## src/rtl/gray_ptr_synchronizer.sv

```systemverilog
// Brings a Gray-coded FIFO pointer into the Clk domain through a flop chain and publishes
// its binary value, per-sample advance and change strobe. Define GRAY_PTR_CHECK_EN to add gray_err.
module gray_ptr_synchronizer #(
    parameter int A_WIDTH = 4,
    parameter int STAGES  = 2
) (
    input  logic               Clk,
    input  logic               Reset,
    input  logic [A_WIDTH:0]   ptr_gray_in,
    input  logic               err_clr,
    output logic [A_WIDTH:0]   ptr_gray_sync,
    output logic [A_WIDTH:0]   ptr_bin_sync,
    output logic [A_WIDTH:0]   ptr_delta,
    output logic               ptr_chg
`ifdef GRAY_PTR_CHECK_EN
    ,
    output logic               gray_err
`endif
);

    localparam int PW = A_WIDTH + 1;
    localparam logic [PW-1:0] ONE = PW'(1);

    generate
        if (STAGES < 2 || STAGES > 4) begin : g_stages_illegal
            $error("gray_ptr_synchronizer: STAGES must be within 2..4");
        end
    endgenerate

    function automatic logic [PW-1:0] gray2bin(input logic [PW-1:0] g);
        logic [PW-1:0] b;
        b[PW-1] = g[PW-1];
        for (int i = PW - 2; i >= 0; i--) begin
            b[i] = b[i+1] ^ g[i];
        end
        return b;
    endfunction

    // True when more than one bit of x is set (clearing the lowest set bit leaves something).
    function automatic logic multi_bit(input logic [PW-1:0] x);
        return |(x & (x - ONE));
    endfunction

    logic [PW-1:0] sync_q [STAGES];

    logic [PW-1:0] bin_q,   bin_d;
    logic [PW-1:0] delta_q, delta_d;
    logic          chg_q,   chg_d;

    // Synchroniser chain: plain flops, nothing between the input and stage 0 or between stages.
    always_ff @(posedge Clk) begin
        if (Reset) begin
            for (int k = 0; k < STAGES; k++) begin
                sync_q[k] <= '0;
            end
        end else begin
            sync_q[0] <= ptr_gray_in;
            for (int k = 1; k < STAGES; k++) begin
                sync_q[k] <= sync_q[k-1];
            end
        end
    end

    assign ptr_gray_sync = sync_q[STAGES-1];

    // Binary conversion stage; delta wraps naturally through the truncating subtract.
    always_comb begin
        bin_d   = gray2bin(ptr_gray_sync);
        delta_d = bin_d - bin_q;
        chg_d   = (bin_d != bin_q);
    end

    always_ff @(posedge Clk) begin
        if (Reset) begin
            bin_q   <= '0;
            delta_q <= '0;
            chg_q   <= 1'b0;
        end else begin
            bin_q   <= bin_d;
            delta_q <= delta_d;
            chg_q   <= chg_d;
        end
    end

    assign ptr_bin_sync = bin_q;
    assign ptr_delta    = delta_q;
    assign ptr_chg      = chg_q;

`ifdef GRAY_PTR_CHECK_EN
    logic [PW-1:0] prev_q;
    logic          err_q, err_d;

    always_comb begin
        err_d = err_q;
        if (multi_bit(ptr_gray_sync ^ prev_q)) begin
            err_d = 1'b1;
        end else if (err_clr) begin
            err_d = 1'b0;
        end
    end

    // Previous-sample register resets to 0 so the first post-reset sample is checked against 0.
    always_ff @(posedge Clk) begin
        if (Reset) begin
            prev_q <= '0;
            err_q  <= 1'b0;
        end else begin
            prev_q <= ptr_gray_sync;
            err_q  <= err_d;
        end
    end

    assign gray_err = err_q;
`else
    logic unused_err_clr;
    assign unused_err_clr = err_clr;
`endif

endmodule
```

## config.mk

```make
export PLATFORM = sky130hd
export DESIGN_NAME = gray_ptr_synchronizer
export DESIGN_NICKNAME = d
export VERILOG_FILES = /design/src/rtl/gray_ptr_synchronizer.sv
export SDC_FILE = /design/constraint.sdc
export NUM_CORES = 1
export LEC_CHECK = 0
export BUFFER_PORTS_ARGS = -buffer_cell sky130_fd_sc_hd__buf_2
export CORE_MARGIN = 1
export CORE_UTILIZATION = 48
export DETAILED_ROUTE_END_ITERATION = 10
export HOLD_SLACK_MARGIN = 0.03
export PLACE_DENSITY = 0.72
export SYNTH_ARGS = -nofsm -noshare
export SYNTH_HDL_FRONTEND = slang
export SYNTH_SLANG_ARGS = --single-unit
```

## constraint.sdc

```tcl
create_clock -name Clk -period 3.08 [get_ports Clk]
set_input_delay 0.154 -clock Clk [delete_from_list [all_inputs] [get_ports Clk]]
set_output_delay 0.154 -clock Clk [all_outputs]
set_load 0.03 [all_outputs]
```

Word level (Yosys, flattened, before mapping)
Memory sizes are Yosys's and may differ from the RTL's.
Index checks and enable logic that the tools add are counted.
W data, S select, Z words.
{"block": "totals", "reg_bits": 11, "latch_bits": 0, "ramBits": 10, "mem_bits_ro": 0, "in_bits": 8, "word_cells": 17, "mem_count": 1}
{"name": "sync_q", "depth": 2, "word_bits": 5, "rd": 2, "rd_clocked_by_memory_dff": 0, "write_ports": 2, "line_no": "44", "source": "logic [PW-1:0] sync_q [STAGES];"}
{"block": "op_classes", "n_addsub": 1, "mul": 0, "div_mod_pow": 0, "magnitude_cmp": 0, "n_eq_ne": 1, "shifts": 0, "mux": 5, "bitwise": 6, "reduce_logical": 0}
{"operator": "$mux W5", "count": 2}
{"operator": "$ne A5 B5 Y1", "count": 1}
{"operator": "$sub A5 B5 Y5", "count": 1}
{"operator": "$xor A1 B1 Y1", "count": 4}
{"operator": "$mux W1", "count": 3}
{"operator": "$or A1 B1 Y1", "count": 2}

Logic depth before layout (Yosys ltp)
{"block": "logic_depth", "depth_word": 5, "depth_mapped": 9, "depth_no_buf": 9}

Worst setup path after synthesis
No wires, ideal clock.
{"block": "synth_timing", "path_kind": "reg2reg", "from": "mem sync_q[0][8] in the netlist's numbering", "to": "reg delta_q[4], in the netlist ptr_delta[4]", "arrival_time_ns": 2.172, "t_required_ns": 2.947, "path_slack_ns": 0.775, "path_stages_with_launch": 10, "path_buffers": 0, "synth_period_minus_slack_ns": 2.305, "path_cell_list": "dfxtp_1 xnor3_2 xor2_2 xor2_1 ha_1 fa_1 nor2b_1 o21ai_0 a21oi_1 nor3b_1"}
{"element": "from (decl)", "line_no": "44"}
{"element": "to (signal assigned)", "line_no": "80", "source": "delta_q <= delta_d;"}
{"element": "to (decl)", "line_no": "47", "source": "logic [PW-1:0] delta_q, delta_d;"}

==> results.json <==
{
  "clkSinkCount": 21,
  "crit_path_start_kind": "flip-flop",
  "insertedDiodeCount": 0,
  "ys_warn_count": 0,
  "cts.repair.resized": 0,
  "cp-end-kind": "flip-flop",
  "drv_cap": 0,
  "cp.required_ns": 3.26,
  "die_h_um": 43.1,
  "synth_nets": 91,
  "netlist_top_cells_count": "21 x dfxtp_1, 15 x nor2b_1, 8 x inv_1, 6 x nor2_1, 5 x buf_4",
  "multi_input_area_um2": 315,
  "area_delta_synth_final_pct": 13.9,
  "timing.fmax_ghz": 0.396,
  "finalClockSkew_ns": 0.00518,
  "total_leakage_power_nw": 0.463,
  "ios": 24,
  "synth-seq-area-share_pct": 51.9,
  "tightestPinTransition_ns": 0.362,
  "grt_pass1_vias": 482,
  "synth.cell_area_um2": 811,
  "grt_start_max_net_pins": 22,
  "ctsHoldBuffers": 0,
  "grt_pass1_wl_um": 1720,
  "ys.flop_type": "dfxtp_1",
  "finish.net_count": 111,
  "routed_wl_um": 1030,
  "wl_per_cell_um": 9.07,
  "synth_top_cell_by_area": "dfxtp_1",
  "finalCritPeriodShare_pct": 82.0,
  "power_density_nw_per_um2": 623,
  "dp_hpwl_um": 794,
  "routed_via_density": 4.62,
  "nFillCells": 151,
  "synth.most_common_cell": "dfxtp_1",
  "setup_viol": 0,
  "cts_tree": "built",
  "synthCells": 78,
  "synth_edf_count": 0,
  "seq_area_um2": 420,
  "peakVddDrop_uv": 287,
  "finalCriticalPeriod_ns": 2.53,
  "grt_overflow": 0,
  "critPathKind": "flip-flop to flip-flop",
  "ant_nets": 0,
  "final.setup.tns_ns": 0,
  "dieArea_um2": 1860,
  "core-area_um2": 1540,
  "r2r.worst_path.cells": 9,
  "clkTransAtPathRegs_ns": 0.11,
  "ys_ff_latch": 21,
  "die_w_um": 43.1,
  "async_reset_ff_share_pct": 0,
  "synth_area_leaders": "dfxtp_1 52%, nor2b_1 12%, ha_1 6.2%",
  "synth_cell_types": 18,
  "hold_class": "input pin to flip-flop",
  "cts_buffer_depth": 2,
  "drive_above_1_share_pct": 29.9,
  "initial_core_util_pct": 52.6,
  "status": "completed",
  "postCtsSetupBuffers": 0,
  "hold_viol_final": 0,
  "relSlewSlack_pct": 75.9,
  "rows": 14,
  "drtIter0Drc": 1,
  "place_congestion": 0.725,
  "fin_cells": 113,
  "drv_slew": 0,
  "synth.avg_cell_area_um2": 10.4,
  "synth.top_cell.area_share_pct": 51.9,
  "cts_buffers": 3,
  "rsz0062_at_grt": "no",
  "hold_ws_ns": 0.0599,
  "antenna_found_initial": 0,
  "first_pass_iters": 4,
  "clk_latency_ns": 0.29,
  "post-place-cells": 109,
  "crit_arrival_ns": 2.71,
  "min_path_cells": 2,
  "port_buffers": 22,
  "route.detailed.drc": 0,
  "cts-root-buf": "clkbuf_4",
  "htree_num_levels": 1,
  "track_usage_pct": 12.3,
  "path_max_fanout": 4,
  "via_count": 522
}
## sequential cells by signal (all words and copies together), names as in the netlist
| name | flops |
|---|---|
| ptr_chg | 1 |
| ptr_delta | 5 |
| ptr_bin_sync | 5 |
| sync_q | 10 |
## layer usage
layer  vias up  wire length [um]  track usage (%)
met3         0                48             2.55
li1        276                 -                -
met4         0                 0             5.45
met1       231               452             13.0
met2        15               524             23.0
met5         -                 0                0
## path summary, 6_finish.rpt
path | from | to | slack [ns]
max | sync_q[0][8]$_SDFF_PP0_ | ptr_delta[4]$_SDFF_PP0_ | 0.55
max reg2reg | sync_q[0][8]$_SDFF_PP0_ | ptr_delta[4]$_SDFF_PP0_ | 0.55
min | ptr_gray_in[3] | sync_q[0][3]$_SDFF_PP0_ | 0.06
min reg2reg | sync_q[0][0]$_SDFF_PP0_ | sync_q[0][5]$_SDFF_PP0_ | 0.45
## where the power goes
group	internal [mW]	switching (mW)
Combinational	0.0524	0.0928
Clock	0.0482	0.0775
Sequential	0.296	0.00786
Total	0.397	0.178
## per-stage QoR
stage,cell area (um2),power [mW],worst slack [ns],utilization [%]
floorplan,811,0.425,0.775,-
global placement,896,0.453,0.634,58.1
detailed placement,896,0.457,0.552,58.1
CTS,923,0.585,0.534,59.9
global route,923,0.608,0.296,59.9
finish,923,0.575,0.553,59.9
## layout by cell type (no fill, tap or decap)
master / n
a21oi_1: 2
buf_2: 22
clkbuf_4: 3
clkinv_2: 1
dfxtp_1: 21
fa_1: 1
ha_1: 4
inv_1: 8
nand3_1: 2
nand4_1: 1
nor2_1: 6
nor2_2: 1
nor2b_1: 15
nor3_1: 1
nor3b_1: 2
o21ai_0: 2
xnor3_2: 1
xor2_1: 3
xor2_2: 1
## layout make-up
type	count	area share (%)
well taps	16	2.17
clock inverters	1	0.542
flip-flops and latches	21	45.5
clock buffers	3	2.44
repair buffers	22	11.9
multi-input cells	42	34.1
inverters	8	3.25
## cell families after synthesis
logic type / count (synthesis) / synth area share [%]
XOR/XNOR: 5 / 8.18
buffers and inverters: 15 / 9.26
flip-flops: 21 / 51.9
AO/OA/AOI/OAI: 4 / 2.47
AND/OR/NAND/NOR: 28 / 19.6
adder cells (fa/ha/maj): 5 / 8.64
## worst max-delay path: stages, from the launching register on
cell and delay (ns):
dfxtp_1 0.38, xnor3_2 0.48, xor2_2 0.25, xor2_1 0.14
ha_1 0.23, fa_1 0.39, nor2b_1 0.15, o21ai_0 0.12
a21oi_1 0.19, nor3b_1 0.07
Power figures use the tool's default switching activity.
